### config.mk
export PLATFORM = sky130hd
export DESIGN_NAME = mem_port_arbiter
export DESIGN_NICKNAME = d
export VERILOG_FILES = /design/src/rtl/mem_port_arbiter.sv
export SDC_FILE = /design/constraint.sdc
export NUM_CORES = 1
export LEC_CHECK = 0
export ABC_AREA = 1
export BUFFER_PORTS_ARGS = -buffer_cell sky130_fd_sc_hd__buf_4
export CORE_ASPECT_RATIO = 1.1
export CORE_MARGIN = 2
export CORE_UTILIZATION = 47
export CTS_CLUSTER_DIAMETER = 50
export DETAILED_ROUTE_END_ITERATION = 6
export HOLD_SLACK_MARGIN = 0.08
export PLACE_DENSITY = 0.86
export SETUP_SLACK_MARGIN = 0.3
export SYNTH_ARGS = -nofsm -noshare
export SYNTH_HDL_FRONTEND = slang
export SYNTH_SLANG_ARGS = --single-unit
### constraint.sdc
create_clock -name clk -period 2 [get_ports clk]
set_clock_uncertainty 0.1 [all_clocks]
set_input_delay 0 -clock clk [delete_from_list [all_inputs] [get_ports clk]]
set_output_delay 0 -clock clk [all_outputs]
set_load 0.01 [all_outputs]
### src/rtl/mem_port_arbiter.sv
// mem_port_arbiter: shares one single-port memory between the fetch stage and
// the data stage of the pipelined core. One requester is granted at a time.
// The memory transaction is held until mem_ack. The winner then receives its
// read data and a one-cycle ready pulse.
// Optional build macro ARB_FAIR_EN: after MAXD consecutive data grants made
// while a fetch is waiting, the fetch is forced through. When the macro is
// undefined, data always has priority and no counter exists.
module mem_port_arbiter #(
    parameter int AW   = 32,
    parameter int DW   = 32,
    parameter int MAXD = 4
) (
    input  logic          clk,
    input  logic          reset,
    input  logic          if_req,
    input  logic [AW-1:0] if_addr,
    output logic [DW-1:0] if_rdata,
    output logic          if_ready,
    input  logic          d_req,
    input  logic          d_we,
    input  logic [AW-1:0] d_addr,
    input  logic [DW-1:0] d_wdata,
    output logic [DW-1:0] d_rdata,
    output logic          d_ready,
    output logic          mem_req,
    output logic          mem_we,
    output logic [AW-1:0] mem_addr,
    output logic [DW-1:0] mem_wdata,
    input  logic [DW-1:0] mem_rdata,
    input  logic          mem_ack,
    output logic          stall
);

    typedef enum logic [1:0] {
        IDLE    = 2'd0,
        IF_BUSY = 2'd1,
        D_BUSY  = 2'd2,
        RESP    = 2'd3
    } state_e;

    state_e        state_q, state_d;
    logic          mem_req_q, mem_req_d;
    logic          mem_we_q, mem_we_d;
    logic [AW-1:0] mem_addr_q, mem_addr_d;
    logic [DW-1:0] mem_wdata_q, mem_wdata_d;
    logic [DW-1:0] if_rdata_q, if_rdata_d;
    logic [DW-1:0] d_rdata_q, d_rdata_d;
    logic          if_ready_q, if_ready_d;
    logic          d_ready_q, d_ready_d;
    logic          fetch_first;

`ifdef ARB_FAIR_EN
    // The counter is at least 3 bits wide, and wide enough to hold MAXD.
    localparam int CW = ($clog2(MAXD + 1) > 3) ? $clog2(MAXD + 1) : 3;
    localparam logic [CW-1:0] MAXD_C = CW'(MAXD);

    logic [CW-1:0] fair_cnt_q, fair_cnt_d;

    // The starved fetch overrides data priority once its quota is used up.
    assign fetch_first = if_req && d_req && (fair_cnt_q == MAXD_C);
`else
    assign fetch_first = 1'b0;
`endif

    // A requester stalls the pipe until its ready pulse arrives.
    assign stall = (if_req & ~if_ready_q) | (d_req & ~d_ready_q);

    // Next-state logic: arbitration, the hold-until-ack rule, and response capture.
    always_comb begin
        // NOTE: every variable gets a default here first. A path that leaves
        // any variable unassigned would infer a latch.
        state_d     = state_q;
        mem_req_d   = mem_req_q;
        mem_we_d    = mem_we_q;
        mem_addr_d  = mem_addr_q;
        mem_wdata_d = mem_wdata_q;
        if_rdata_d  = if_rdata_q;
        d_rdata_d   = d_rdata_q;
        if_ready_d  = 1'b0;
        d_ready_d   = 1'b0;
`ifdef ARB_FAIR_EN
        fair_cnt_d  = fair_cnt_q;
`endif
        unique case (state_q)
            IDLE: begin
                if (d_req && !fetch_first) begin
                    state_d     = D_BUSY;
                    mem_req_d   = 1'b1;
                    mem_we_d    = d_we;
                    mem_addr_d  = d_addr;
                    mem_wdata_d = d_wdata;
`ifdef ARB_FAIR_EN
                    if (if_req && (fair_cnt_q != MAXD_C)) begin
                        fair_cnt_d = fair_cnt_q + CW'(1);
                    end
`endif
                end else if (if_req) begin
                    state_d    = IF_BUSY;
                    mem_req_d  = 1'b1;
                    mem_we_d   = 1'b0;
                    mem_addr_d = if_addr;
`ifdef ARB_FAIR_EN
                    fair_cnt_d = '0;
`endif
                end
            end
            IF_BUSY: begin
                if (mem_ack) begin
                    if_rdata_d = mem_rdata;
                    if_ready_d = 1'b1;
                    mem_req_d  = 1'b0;
                    mem_we_d   = 1'b0;
                    state_d    = RESP;
                end
            end
            D_BUSY: begin
                if (mem_ack) begin
                    // A store leaves the previous load data visible.
                    if (!mem_we_q) begin
                        d_rdata_d = mem_rdata;
                    end
                    d_ready_d = 1'b1;
                    mem_req_d = 1'b0;
                    mem_we_d  = 1'b0;
                    state_d   = RESP;
                end
            end
            RESP: begin
                state_d = IDLE;
            end
            default: begin
                state_d = IDLE;
            end
        endcase
    end

    // State and registered outputs. Asynchronous reset clears everything at once.
    always_ff @(posedge clk or negedge reset) begin
        if (!reset) begin
            state_q     <= IDLE;
            mem_req_q   <= 1'b0;
            mem_we_q    <= 1'b0;
            mem_addr_q  <= '0;
            mem_wdata_q <= '0;
            if_rdata_q  <= '0;
            d_rdata_q   <= '0;
            if_ready_q  <= 1'b0;
            d_ready_q   <= 1'b0;
        end else begin
            // NOTE: use non-blocking assignments so that every register samples
            // the values from before the edge. This keeps results independent
            // of statement order.
            state_q     <= state_d;
            mem_req_q   <= mem_req_d;
            mem_we_q    <= mem_we_d;
            mem_addr_q  <= mem_addr_d;
            mem_wdata_q <= mem_wdata_d;
            if_rdata_q  <= if_rdata_d;
            d_rdata_q   <= d_rdata_d;
            if_ready_q  <= if_ready_d;
            d_ready_q   <= d_ready_d;
        end
    end

`ifdef ARB_FAIR_EN
    // Fairness counter register.
    always_ff @(posedge clk or negedge reset) begin
        if (!reset) begin
            fair_cnt_q <= '0;
        end else begin
            fair_cnt_q <= fair_cnt_d;
        end
    end
`endif

    assign mem_req   = mem_req_q;
    assign mem_we    = mem_we_q;
    assign mem_addr  = mem_addr_q;
    assign mem_wdata = mem_wdata_q;
    assign if_rdata  = if_rdata_q;
    assign d_rdata   = d_rdata_q;
    assign if_ready  = if_ready_q;
    assign d_ready   = d_ready_q;

endmodule

# After elaboration in Yosys (flattened, before gate mapping)
# Cells that the tools add are included.
totals:
  ff_bits: 134
  input_bits: 134
  output_inout_bits: 133
  word_cells: 46
classes:
  n_eq_ne: 5
  n_mux: 16
  n_bitwise: 6
  reduce_logical: 10
ops:
  columns: ["cell", "count"]
  rows:
  - ["$mux 32", 2]
  - ["$mux 1", 8]
  - ["$reduce_and 2->1", 4]
  - ["$mux 2", 3]
  - ["$pmux 2 s3", 1]
  - ["$reduce_and 3->1", 2]
  - ["$eq 2x2->1 const B", 2]
  - ["$pmux 1 s2", 2]
  - ["$reduce_bool 2->1", 2]
  - ["$ne 3x3->1 const B", 1]
  - ["$not 1->1", 3]
  - ["$and 1x1->1", 2]
  - ["$eq 2x1->1 const B", 1]
  - ["$logic_not 2->1", 1]
  - ["$ne 2x1->1 const B", 1]
  - ["$reduce_or 2->1", 1]
  - ["$or 1x1->1", 1]

# Longest topological paths before layout
# Gate-level depths: netlist (run 1).
logic_depth:
  depth_word: 4
  ltp_mapped: 8
  depth_no_buf: 7

# Least setup slack after synthesis (run 1)
# OpenSTA, ideal clock, no wires.
synth_path:
  kind: "reg-to-reg"
  start: "reg state_q[0]"
  end: "reg d_rdata_q[23], in the netlist d_rdata[23]"
  setup_ps: 118
  t_arrival_ps: 1266
  t_required_ps: 1782
  slack_ps: 517
  stages_incl_launch_ff: 9
  n_path_buf: 2
  synth_period_minus_slack_ps: 1483
  path_cell_list: "dfrtp_1 inv_1 ha_1 nand2_1 or2_1 buf_6 clkbuf_8 nand2_1 o21ai_2"
synth_via:
  elab_chain_cells: 2
synth_rtl:
  columns: ["item", "line_no", "rtl"]
  rows:
  - ["start, declared", "41", "state_e state_q, state_d;"]
  - ["start signal, assigned", "153", "state_q <= state_d;"]
  - ["$eq 2x2->1", "84", "unique case (state_q)"]
  - ["$reduce_and 3->1 (no source line)", null, null]
  - ["end signal, assigned", "159", "d_rdata_q <= d_rdata_d;"]
  - ["end, declared", "47", "logic [DW-1:0] d_rdata_q, d_rdata_d;"]
# Every way passes these cells.
# A chain may end at the register's enable or synchronous reset.

# Final worst setup path (run 1)
layout_path:
  start: "reg state_q[1]"
  end: "reg mem_wdata_q[11], in the netlist mem_wdata[11]"
layout_via:
  elab_chain_cells: 2
layout_rtl:
  columns: ["item", "line_no", "rtl"]
  rows:
  - ["$logic_not 2->1", "84", null]
  - ["$reduce_and 2->1 (no source line)", null, null]
  - ["end signal, assigned", "157", "mem_wdata_q <= mem_wdata_d;"]
  - ["end, declared", "45", "logic [DW-1:0] mem_wdata_q, mem_wdata_d;"]
# Every way passes these cells.

==> metrics.md, run 1 <==
| Metric | Value |
|---|---|
| Clock latency reported for the late side of the worst-skew pair | 0.41 ns |
| Category of the most critical setup path | flip-flop to flip-flop |
| Mean post-synth cell area | 9.56 um^2 |
| FF-to-FF setup slack | 0.34 ns |
| Die area | 13,100 um^2 |
| Area added between synthesis and finish | 70.8% |
| Status | finished clean |
| Reg2Reg Depth | 6 |
| Count of final hold-check violations | 0 |
| Largest net degree at the start of global routing | 57 |
| Worst endpoint required time | 2.19 ns |
| Endpoint of the worst hold path | mem_addr[2] |
| Commonest cells after routing, fill and taps aside | 272 x sky130_fd_sc_hd__buf_4, 176 x sky130_fd_sc_hd__nand2_1, 135 x sky130_fd_sc_hd__dlygate4sd3_1, 134 x sky130_fd_sc_hd__dfrtp_1, 60 x sky130_fd_sc_hd__o21ai_0 |
| LEAKAGE | 0.00508 uW |
| Vias in the first global route | 6,586 |
| Total Power | 14,200 uW |
| Part of the total power dissipated in combinational logic | 0.437 |
| Number of filler cells placed in the layout | 627 |
| Final std cell area, no fill | 9820 um^2 |
| Number of I/O port buffers | 266 |
| Maximum fanout count along the critical path | 34 |
| Tightest slew margin relative to the limit | 0.656 |
| Share of cells above drive strength 1 | 0.371 |
| Total clock buffers created by CTS | 17 |
| Reg-to-Reg End | mem_wdata[11] |
| Max Cap Violations | 0 |
| Fraction of post-synthesis cell area in the top cell type by area | 0.584 |
| DRC violations left | 0 |
| Number of rows created at floorplan | 42 |
| Cell Int Power | 8870 uW |
| Number of antenna violations at the first check in global routing | 0 |
| Largest area contributor in the netlist | sky130_fd_sc_hd__dfrtp_1 |
| Area after detailed placement | 7820 um^2 |
| Count of cells along the worst hold path | 4 |
| Number of placed I/O pins | 267 |
| Buf+Inv Stages, Crit Path | 2 |
| Clock network fraction of total power | 0.222 |
| Number of levels in the clock H-tree | 4 |
| Worst endpoint data arrival time | 1.86 ns |
| Final-report setup violation count | 0 |
| DR iter-0 viols | 559 |
| Gp weighted congestion | 0.808 |
| Largest stage delay on the critical path | 0.40 ns |
| Number of warning messages in the yosys log | 0 |
| DP Wirelength | 10.9 mm |
| Minimum clock period | 1.66 ns |
| Switching part of the total | 0.377 |
| Final Cycle Share | 0.831 |
| Root buf cell | sky130_fd_sc_hd__clkbuf_16 |
| Overflow after GRT | 0 |
| Share of power burned in registers | 0.341 |
| Critical Path Start Type | flip-flop |
| Global routing usage summed across all routing layers | 0.334 |
| Clock transition time at the flip-flop clock pins of the worst setup and hold paths | 0.06 ns |
| Die boundary width | 109 um |
| Max Buffers Root-to-Sink | 2 |
| Maximum VDD drop | 0.732 mV |
| Unrepaired setup endpoints after global routing | yes |
| Number of antenna repair diodes | 0 |
| Transition at the pin with the smallest max-transition slack | 0.517 ns |
| Number of nets in the synthesized netlist | 739 |
| Routed WL per cell | 18.3 um |
| Switching power of the nets | 5370 uW |
| Beginning of the worst register-to-register path | state_q[1] |
| Top cell family by delay on the critical path | simple AND/OR/NAND/NOR gates |
| Total standard cell area after synthesis | 5750 um^2 |
| Share of the core filled with cells | 0.819 |
| Via-to-Cell Ratio | 5.34 |
| Vertical extent of the die | 120 um |
| Most common cell after layout, fill and taps aside | sky130_fd_sc_hd__buf_4 |
| Power per Cell Area | 1450 nW/um^2 |
| Final TNS setup | 0 ns |
| Setup crit end kind | flip-flop |
| CTS tree | done |
| # clock sinks | 134 |
| Cell types with the largest area share after synthesis | sky130_fd_sc_hd__dfrtp_1 58%, sky130_fd_sc_hd__nand2_1 12%, sky130_fd_sc_hd__o21ai_0 5.3% |
| Starting density of the core | 0.480 |
| Slowest cell on crit path | sky130_fd_sc_hd__dfrtp_1 |
| WL final | 21.2 mm |
| Count of distinct cell types in the synthesized netlist | 23 |
| Global-route wire length before repair | 33.4 mm |
| Antenna viol nets, final | 0 |
| Fmax | 0.601 GHz |
| Min-delay src | d_addr[2] |
| Syn Inst Count | 601 |
| Core ar. | 12,000 um^2 |
| Final nets | 1,133 |
| Cell mode on critical path | sky130_fd_sc_hd__nand2_1 |
| Pre-Repair DR Iteration Count | 6 |
| Register bit total from synthesis | 134 |
| Cell Chain, Critical Path | inv_1 -> ha_1 -> buf_8 -> nand2_8 -> nand2_1 -> nand2_1 |
| Max-slew violations | 0 |
| Tightest Hold Check Type | input port to flip-flop |
| Sequential fraction of the synthesis area | 0.584 |
| Vias | 6,210 |
## stage by stage
stage | hold WS, ns | std cells | setup slack, ns
after global routing | 0.295 | 1162 | 0.268
after CTS | 0.249 | 1160 | 0.298
final | 0.272 | 1162 | 0.337
after floorplan | -0.396 | 601 | 0.517
after detailed placement | -0.106 | 993 | 0.222
after global placement | -0.103 | 993 | 0.310
## tightest hold or removal path, stage by stage
cell,delay [ns]
sky130_fd_sc_hd__dlygate4sd3_1,0.52
sky130_fd_sc_hd__buf_4,0.10
sky130_fd_sc_hd__o211ai_1,0.07
sky130_fd_sc_hd__nand2_1,0.06
## per-layer routing
metal  global-route usage  vias to the layer above  wire length [um]
met5                    0                        -                 0
met4                0.198                        0              1240
met3               0.0940                      103              2130
met2                0.557                      430             10600
met1                0.377                     2929              7290
li1                     -                     2748                 -
## timing repair
item,in CTS,in global routing
hold endpoints to repair,268,0
resized for setup,2,7
hold buffers,135,0
pin swaps,0,2
buffers inserted,0,2
setup endpoints to repair,58,78
## flip-flops by register name, summed over array words and instances, names as in the netlist
name,flops
if_ready,1
if_rdata,32
mem_req,1
d_rdata,32
d_ready,1
state_q,2
mem_wdata,32
mem_addr,32
mem_we,1
## synthesized netlist by cell type, drive strengths merged
cell    number
nand2      178
ha           4
o21ai       98
clkbuf      16
nand4        1
nor2         3
dfrtp      134
nand3       35
o211ai      32
o22ai        1
inv         42
or2         33
buf         24
## kinds of logic (layout without fill, tap and decap cells)
family	after synthesis	count (layout)	share of synthesized area
buffers and inverters	82	489	0.0747
and+or+nand+nor	250	250	0.190
AOI/OAI and AO/OA	131	131	0.143
DFF	134	134	0.584
adders and majority gates	4	4	0.00871
## power by group through the flow
stage | Combinational [uW] | Sequential (uW) | Clock [uW]
5_1_grt | 6770 | 4960 | 3340
6_report | 6230 | 4850 | 3160
3_5_place_dp | 5600 | 4740 | 0
3_3_place_gp | 5440 | 4700 | 0
2_1_floorplan | 2280 | 5260 | 0
4_1_cts | 5860 | 4730 | 3190
## area by class of cell
cell class              instances  area, um^2  share of cell area
inverters                      42         160              0.0163
clock buffers                  19         443              0.0451
repair buffers                415        3530               0.360
flip-flops and latches        134        3350               0.342
well taps                     154         193              0.0196
clock inverters                13         155              0.0158
multi-input cells             385        1980               0.202
## worst max-delay path by stage
stage / startpoint / end / slack (ns) / cells past startpoint
final: state_q[1] / mem_wdata[11] / 0.34 / 6
after global routing: state_q[0] / mem_wdata[10] / 0.27 / 6
after CTS: state_q[1] / mem_wdata[10] / 0.30 / 6
after detailed placement: state_q[1] / mem_wdata[10] / 0.22 / 6
after global placement: state_q[0] / mem_wdata[13] / 0.31 / 6
after floorplan: state_q[0] / d_rdata[23] / 0.52 / 8
No activity file was read; power rests on OpenSTA's default activity.
==> run 2, diff against run 1 <==
--- a/config.mk
+++ b/config.mk
@@ -9,11 +9,11 @@
 export BUFFER_PORTS_ARGS = -buffer_cell sky130_fd_sc_hd__buf_4
 export CORE_ASPECT_RATIO = 1.1
 export CORE_MARGIN = 2
-export CORE_UTILIZATION = 47
+export CORE_UTILIZATION = 42
 export CTS_CLUSTER_DIAMETER = 50
 export DETAILED_ROUTE_END_ITERATION = 6
 export HOLD_SLACK_MARGIN = 0.08
-export PLACE_DENSITY = 0.86
+export PLACE_DENSITY = 0.82
 export SETUP_SLACK_MARGIN = 0.3
 export SYNTH_ARGS = -nofsm -noshare
 export SYNTH_HDL_FRONTEND = slang
==> constraint.sdc (replaced) <==
create_clock -name clk -period 1.5 [get_ports clk]
set_clock_uncertainty 0.1 [all_clocks]
set_input_delay 0 -clock clk [delete_from_list [all_inputs] [get_ports clk]]
set_output_delay 0 -clock clk [all_outputs]
set_load 0.01 [all_outputs]
==> run 2 against run 1 <==
  * The flow now finishes with violations (hold timing, setup timing)
  * Clock power up 35%
  * Global-route usage is 7.5 points lower
  * Count of clock-buffer cells in the layout stayed put
  * Final cell count is 3.5% higher
  * Setup slack worse by 0.35 ns
  * Largest cell class unchanged
  * Critical endpoint is now d_rdata[21]
  * Flip-flop and latch count unchanged
  * Die area is 11% higher
==> metrics.md, run 2 (synthesized netlist as in run 1, its figures left out) <==
| Metric | Value |
|---|---|
| Number of placed I/O pins | 267 (unchanged) |
| Clock network fraction of total power | 0.214 (-0.008) |
| Status | complete, but fails checks |
| Clock latency reported for the late side of the worst-skew pair | 0.40 ns (about the same) |
| Met2 routed wirelength | 10.2 mm (-3.6%) |
| Highest routed metal layer | met4 |
| Total clock buffers created by CTS | 17 (unchanged) |
| Die area | 14,600 um^2 (+11%) |
| DRC violations left | 0 (unchanged) |
| Area after detailed placement | 8020 um^2 (+2.5%) |
| Final nets | 1,144 (+0.97%) |
| Most common cell after layout, fill and taps aside | sky130_fd_sc_hd__buf_4 |
| Share of power burned in registers | 0.328 (-0.013) |
| Critical Path Start Type | flip-flop |
| Switching part of the total | 0.374 (-0.00273) |
| Maximum fanout count along the critical path | 34 (unchanged) |
| Post-place setup slack | -0.00560 ns (-0.228 ns) |
| Unrepaired setup endpoints after global routing | yes |
| Switching power of the nets | 7470 uW (+39%) |
| DR iter-0 viols | 425 (-24%) |
| Maximum VDD drop | 0.898 mV (+23%) |
| Wire length on met3 | 1.70 mm (-20%) |
| Share of the core filled with cells | 0.779 (-0.0402) |
| Count of final hold-check violations | 20 (+20) |
| Antenna viol nets, final | 0 (unchanged) |
| Setup crit end kind | flip-flop |
| Tightest Hold Check Type | input port to async pin |
| Violations in the final reports | hold timing, setup timing |
| Hold WS | -0.0175 ns (-0.290 ns) |
| Number of levels in the clock H-tree | 4 (unchanged) |
| Vias in the first global route | 6,186 (-6.1%) |
| Final cell count without fillers | 1,203 (+3.5%) |
| Fmax | 0.659 GHz (+9.6%) |
| Detailed-route wire length on metal 1 | 7.88 mm (+8.2%) |
| Transition at the pin with the smallest max-transition slack | 0.447 ns (-0.0701 ns) |
| Total Power | 20,000 uW (+40%) |
| Clock transition time at the flip-flop clock pins of the worst setup and hold paths | 0.06 ns (about the same) |
| Part of the total power dissipated in combinational logic | 0.458 (+0.021) |
| Power per Cell Area | 1930 nW/um^2 (+33%) |
| Hold buffers post-CTS | 133 (-1.5%) |
| Core ar. | 13,300 um^2 (+11%) |
| Routed WL per cell | 17.0 um (-6.8%) |
| CTS tree | done |
| Minimum clock period | 1.52 ns (-0.146 ns) |
| Largest net degree at the start of global routing | 42 (-26%) |
| Tightest slew margin relative to the limit | 0.702 (+0.0467) |
| Root buf cell | sky130_fd_sc_hd__clkbuf_16 |
| Commonest cells after routing, fill and taps aside | 272 x sky130_fd_sc_hd__buf_4, 135 x sky130_fd_sc_hd__nand2_1, 134 x sky130_fd_sc_hd__dfrtp_1, 133 x sky130_fd_sc_hd__dlygate4sd3_1, 39 x sky130_fd_sc_hd__o21ai_1 |
| DP Wirelength | 11.1 mm (+2.6%) |
| Cell Int Power | 12,500 uW (+41%) |
| Worst endpoint data arrival time | 1.70 ns (-0.16 ns) |
| # clock sinks | 134 (unchanged) |
| Setup repair bufs after CTS | 0 (unchanged) |
| WL final | 20.5 mm (-3.5%) |
| Die boundary width | 116 um (+5.6%) |
| Vertical extent of the die | 127 um (+5.6%) |
| Area added between synthesis and finish | 79.9% |
| Pre-Repair DR Iteration Count | 5 (-1) |
| Max-slew violations | 0 (unchanged) |
| Number of antenna repair diodes | 0 (unchanged) |
| LEAKAGE | 0.00527 uW (+3.6%) |
| Count of placed standard cells including taps | 1,029 (+3.6%) |
| Starting density of the core | 0.433 (-0.0465) |
| Global routing usage summed across all routing layers | 0.259 (-0.0748) |
| Number of antenna violations at the first check in global routing | 0 (unchanged) |
| Final Cycle Share | 1.01 (+0.180) |
| Vias | 6,074 (-2.2%) |
| Number of rows created at floorplan | 44 (+4.8%) |
| Via-to-Cell Ratio | 5.05 (-5.5%) |
| Share of cells above drive strength 1 | 0.429 (+0.0578) |
| Max Cap Violations | 0 (unchanged) |
| Worst endpoint required time | 1.68 ns (-0.51 ns) |
| Post-route worst setup slack | -0.0168 ns (-0.354 ns) |
| Gp weighted congestion | 0.765 (-5.3%) |
| Global-route wire length before repair | 30.0 mm (-10%) |
| Number of I/O port buffers | 266 (unchanged) |
| Final-report setup violation count | 5 (+5) |
| Overflow after GRT | 0 (unchanged) |
| Final std cell area, no fill | 10,300 um^2 (+5.3%) |
| Category of the most critical setup path | flip-flop to flip-flop |
| Max Buffers Root-to-Sink | 2 (unchanged) |
run 2: area by class of cell:
type	count	area [um^2]
repair buffers	425	3760
flip-flops and latches	134	3350
fillers	740	2930
multi-input cells	386	2230
clock buffers	19	433
well taps	184	230
clock inverters	13	169
inverters	42	163
run 2: metal layers:
| metal | vias to the layer above | global-route usage |
|---|---|---|
| met2 | 313 | 0.438 |
| met5 | - | 0 |
| met4 | 0 | 0.112 |
| li1 | 2770 | - |
| met3 | 59 | 0.0817 |
| met1 | 2932 | 0.302 |
run 2: power by group through the flow:
stage,combinational [uW],clock (uW),sequential (uW)
floorplan,3340,0,7060
global placement,7660,0,6330
detailed placement,7880,0,6380
CTS,8310,4340,6410
global route,9870,4530,6710
finish,9150,4270,6550
run 2: repair_timing:
| item | in CTS | in global routing |
|---|---|---|
| pin swaps | 7 | 2 |
| hold endpoints to repair | 268 | 34 |
| gates cloned | 0 | 9 |
| endpoints found under the setup margin | 134 | 134 |
| resized for setup | 27 | 49 |
run 2: path summary, 6_finish.rpt:
check	startpoint	endpoint	slack, ns	cells past startpoint
setup / recovery	state_q[0]	d_rdata[21]	-0.02	7
hold / removal	reset	d_rdata[10]	-0.02	2
setup reg to reg	state_q[0]	d_rdata[21]	-0.02	7
hold reg to reg	mem_wdata[3]	mem_wdata[3]	0.38	2
max in group asynchronous	reset	mem_wdata[2]	0.71	3
min in group clk	d_req	mem_wdata[3]	0.09	4
run 2: critical path, cell delays in order, from the launching register on:
cell                      delay [ns]
sky130_fd_sc_hd__dfrtp_1        0.39
sky130_fd_sc_hd__inv_2          0.08
sky130_fd_sc_hd__ha_1           0.14
sky130_fd_sc_hd__nand2_1        0.06
sky130_fd_sc_hd__or2_4          0.26
sky130_fd_sc_hd__buf_12         0.18
sky130_fd_sc_hd__nand2_1        0.09
sky130_fd_sc_hd__o21ai_1        0.07
run 2: metrics by stage:
stage          hold slack [ns]   TNS (ns)
6_report               -0.0175    -0.0384
5_1_grt                0.00195      -1.86
2_1_floorplan           -0.396          0
3_3_place_gp            -0.171          0
3_5_place_dp            -0.174    -0.0109
4_1_cts                -0.0351  -0.000507
==> run 3, diff against run 2 <==
--- a/config.mk
+++ b/config.mk
@@ -7,13 +7,15 @@
 export LEC_CHECK = 0
 export ABC_AREA = 1
 export BUFFER_PORTS_ARGS = -buffer_cell sky130_fd_sc_hd__buf_4
+export CELL_PAD_IN_SITES_DETAIL_PLACEMENT = 0
+export CELL_PAD_IN_SITES_GLOBAL_PLACEMENT = 1
 export CORE_ASPECT_RATIO = 1.1
 export CORE_MARGIN = 2
-export CORE_UTILIZATION = 42
+export CORE_UTILIZATION = 31
 export CTS_CLUSTER_DIAMETER = 50
 export DETAILED_ROUTE_END_ITERATION = 6
 export HOLD_SLACK_MARGIN = 0.08
-export PLACE_DENSITY = 0.82
+export PLACE_DENSITY = 0.83
 export SETUP_SLACK_MARGIN = 0.3
 export SYNTH_ARGS = -nofsm -noshare
 export SYNTH_HDL_FRONTEND = slang
==> run 3 against run 2 <==
  * The flow still finishes with violations (hold timing, setup timing)
  * Power fell by 2.6%
  * Cell area down 0.65%
  * Global-route usage decreased by 7.0 points
  * Die area up 34%
  * Non-clock buffer count down 2
  * Via count fell by 5.3%
  * Largest power group unchanged
  * Highest routed layer unchanged
==> metrics.md, run 3 (synthesized netlist as in run 1, its figures left out) <==
| Metric | Value |
|---|---|
| Antenna viol nets, final | 0 (unchanged) |
| Final cell count without fillers | 1,260 (+4.7%) |
| Clock latency reported for the late side of the worst-skew pair | 0.42 ns (+0.02 ns) |
| WL final | 18.7 mm (-8.5%) |
| Share of cells above drive strength 1 | 0.405 (-0.0237) |
| Area after detailed placement | 8090 um^2 (+0.92%) |
| Part of the total power dissipated in combinational logic | 0.439 (-0.019) |
| Slowest cell on crit path | sky130_fd_sc_hd__dlygate4sd3_1 |
| Endpoint of the worst hold path | d_ready |
| Count of placed standard cells including taps | 1,088 (+5.7%) |
| Core ar. | 18,300 um^2 (+38%) |
| Commonest cells after routing, fill and taps aside | 272 x sky130_fd_sc_hd__buf_4, 152 x sky130_fd_sc_hd__nand2_1, 135 x sky130_fd_sc_hd__dlygate4sd3_1, 134 x sky130_fd_sc_hd__dfrtp_1, 42 x sky130_fd_sc_hd__o21ai_0 |
| Reg-to-Reg End | d_rdata[12] |
| Final-report setup violation count | 2 (-3) |
| Root buf cell | sky130_fd_sc_hd__clkbuf_16 |
| Number of filler cells placed in the layout | 1,535 (+110%) |
| Min-delay src | mem_ack |
| FF-to-FF setup slack | 0.03 ns (+0.05 ns) |
| Count of final hold-check violations | 33 (+65%) |
| Setup repair bufs after CTS | 0 (unchanged) |
| Pre-Repair DR Iteration Count | 4 (-1) |
| Global routing usage summed across all routing layers | 0.189 (-0.0704) |
| Beginning of the worst register-to-register path | state_q[0] |
| Share of the core filled with cells | 0.562 (-0.217) |
| Critical Path Start Type | input port |
| DP Wirelength | 11.3 mm (+1.8%) |
| Switching part of the total | 0.359 (-0.0147) |
| Die boundary width | 134 um (+16%) |
| Worst endpoint data arrival time | 1.72 ns (+0.02 ns) |
| Routed WL per cell | 14.9 um (-13%) |
| Maximum VDD drop | 0.909 mV (+1.2%) |
| Fmax | 0.659 GHz (about the same) |
| Setup crit end kind | flip-flop |
| LEAKAGE | 0.00523 uW (-0.79%) |
| Largest net degree at the start of global routing | 59 (+40%) |
| Violations in the final reports | hold timing, setup timing |
| DRC violations left | 0 (unchanged) |
| Minimum clock period | 1.52 ns (+0.000786 ns) |
| Vias in the first global route | 5,844 (-5.5%) |
| Number of placed I/O pins | 267 (unchanged) |
| Max-slew violations | 0 (unchanged) |
| Tightest Hold Check Type | input port to flip-flop |
| Count of cells along the worst hold path | 4 |
| Final std cell area, no fill | 10,300 um^2 (-0.65%) |
| Category of the most critical setup path | input port to flip-flop |
| Final TNS setup | -0.0309 ns (+0.00755 ns) |
| Number of antenna repair diodes | 0 (unchanged) |
| Reg2Reg Depth | 7 (unchanged) |
| Die area | 19,600 um^2 (+34%) |
| Cell Chain, Critical Path | buf_4 -> dlygate4sd3_1 -> buf_12 -> or2_2 -> o211ai_1 -> nand2_1 |
| Starting density of the core | 0.314 (-0.119) |
| Final nets | 1,142 (-0.17%) |
| # clock sinks | 134 (unchanged) |
| Cell Int Power | 12,500 uW (-0.26%) |
| Number of antenna violations at the first check in global routing | 0 (unchanged) |
| Final Cycle Share | 1.01 (about the same) |
| Max Buffers Root-to-Sink | 2 (unchanged) |
| Number of I/O port buffers | 266 (unchanged) |
| Hold WS | -0.158 ns (-0.140 ns) |
| DR iter-0 viols | 215 (-49%) |
| Power per Cell Area | 1890 nW/um^2 (-1.9%) |
| Most common cell after layout, fill and taps aside | sky130_fd_sc_hd__buf_4 |
| Max Cap Violations | 0 (unchanged) |
| Transition at the pin with the smallest max-transition slack | 0.609 ns (+0.162 ns) |
| Share of power burned in registers | 0.327 (about the same) |
| Vias | 5,753 (-5.3%) |
| Via-to-Cell Ratio | 4.57 (-9.6%) |
| Post-route worst setup slack | -0.0176 ns (-0.000786 ns) |
| Gp weighted congestion | 0.770 (+0.57%) |
| Global-route wire length before repair | 29.5 mm (-1.9%) |
| Area added between synthesis and finish | 78.7% |
| Clock transition time at the flip-flop clock pins of the worst setup and hold paths | 0.06 ns (about the same) |
| Switching power of the nets | 6990 uW (-6.4%) |
| Buf+Inv Stages, Crit Path | 3 (+1) |
| Unrepaired setup endpoints after global routing | yes |
| Top cell family by delay on the critical path | buffers and inverters |
| CTS tree | done |
| Clock network fraction of total power | 0.234 (+0.020) |
| Largest stage delay on the critical path | 0.74 ns (+0.35 ns) |
| Worst endpoint required time | 1.70 ns (+0.02 ns) |
| Total clock buffers created by CTS | 17 (unchanged) |
| Maximum fanout count along the critical path | 42 (+24%) |
| Overflow after GRT | 0 (unchanged) |
| Status | complete, but fails checks |
| Vertical extent of the die | 147 um (+16%) |
| Number of rows created at floorplan | 52 (+18%) |
| Tightest slew margin relative to the limit | 0.594 (-0.109) |
| Number of levels in the clock H-tree | 4 (unchanged) |
-- run 3: cell types whose count changed in the layout (fill, tap and decap cells not counted), sizes merged --
cell | previous run | this run
buf | 286 | 285
bufbuf | 0 | 2
bufinv | 3 | 4
clkbuf | 25 | 18
clkinv | 4 | 2
clkinvlp | 1 | 3
dlygate4sd3 | 133 | 135
inv | 47 | 48
-- run 3: what timing repair did --
| item | in CTS | in global routing |
|---|---|---|
| setup endpoints to repair | 134 | 134 |
| gates cloned | 3 | 2 |
| gates resized for setup | 11 | 12 |
| hold buffers | 132 | 3 |
| hold endpoints to repair | 268 | 55 |
| pin swaps | 2 | 2 |
-- run 3: per-layer routing --
metal  part of all wire  vias up  GRT usage
met5                  0        -          0
met1               0.41     2703      0.232
met3              0.071       29     0.0442
met2               0.49      251      0.321
met4              0.023        0     0.0755
li1                   -     2770          -
-- run 3: cell type report --
class,count,area [um^2],area share
well taps,243,304,0.0296
clock inverters,15,218,0.0212
inverters,42,160,0.0156
flip-flops and latches,134,3350,0.327
repair buffers,423,3720,0.363
clock buffers,17,425,0.0414
multi-input cells,386,2080,0.203
-- run 3: through the flow --
| stage | setup WS [ns] | total power (uW) |
|---|---|---|
| 2_1_floorplan | 0.0369 | 10400 |
| 3_3_place_gp | 0.0316 | 14100 |
| 5_1_grt | -0.0650 | 20800 |
| 6_report | -0.0176 | 19500 |
| 4_1_cts | 0.0301 | 19400 |
| 3_5_place_dp | -0.0362 | 14200 |
-- run 3: how the worst max path moves through the flow --
stage	startpoint	endpoint	slack, ns	cells past startpoint
floorplan	state_q[0]	d_rdata[23]	0.04	8
global placement	state_q[1]	mem_wdata[12]	0.03	6
detailed placement	state_q[1]	mem_wdata[29]	-0.04	6
CTS	state_q[0]	d_rdata[1]	0.03	7
global route	state_q[0]	d_rdata[1]	-0.07	7
finish	d_req	mem_addr[2]	-0.02	6
-- run 3: power groups by stage --
stage               clock [uW]  combinational (uW)  sequential [uW]
CTS                       4670                8390             6350
floorplan                    0                3340             7060
global route              4830                9350             6570
detailed placement           0                7860             6370
finish                    4550                8540             6370
global placement             0                7740             6350
-- run 3: tightest hold or removal path: stages --
cell	delay, ns
sky130_fd_sc_hd__buf_4	0.10
sky130_fd_sc_hd__nand2_1	0.06
sky130_fd_sc_hd__buf_4	0.12
sky130_fd_sc_hd__inv_1	0.04
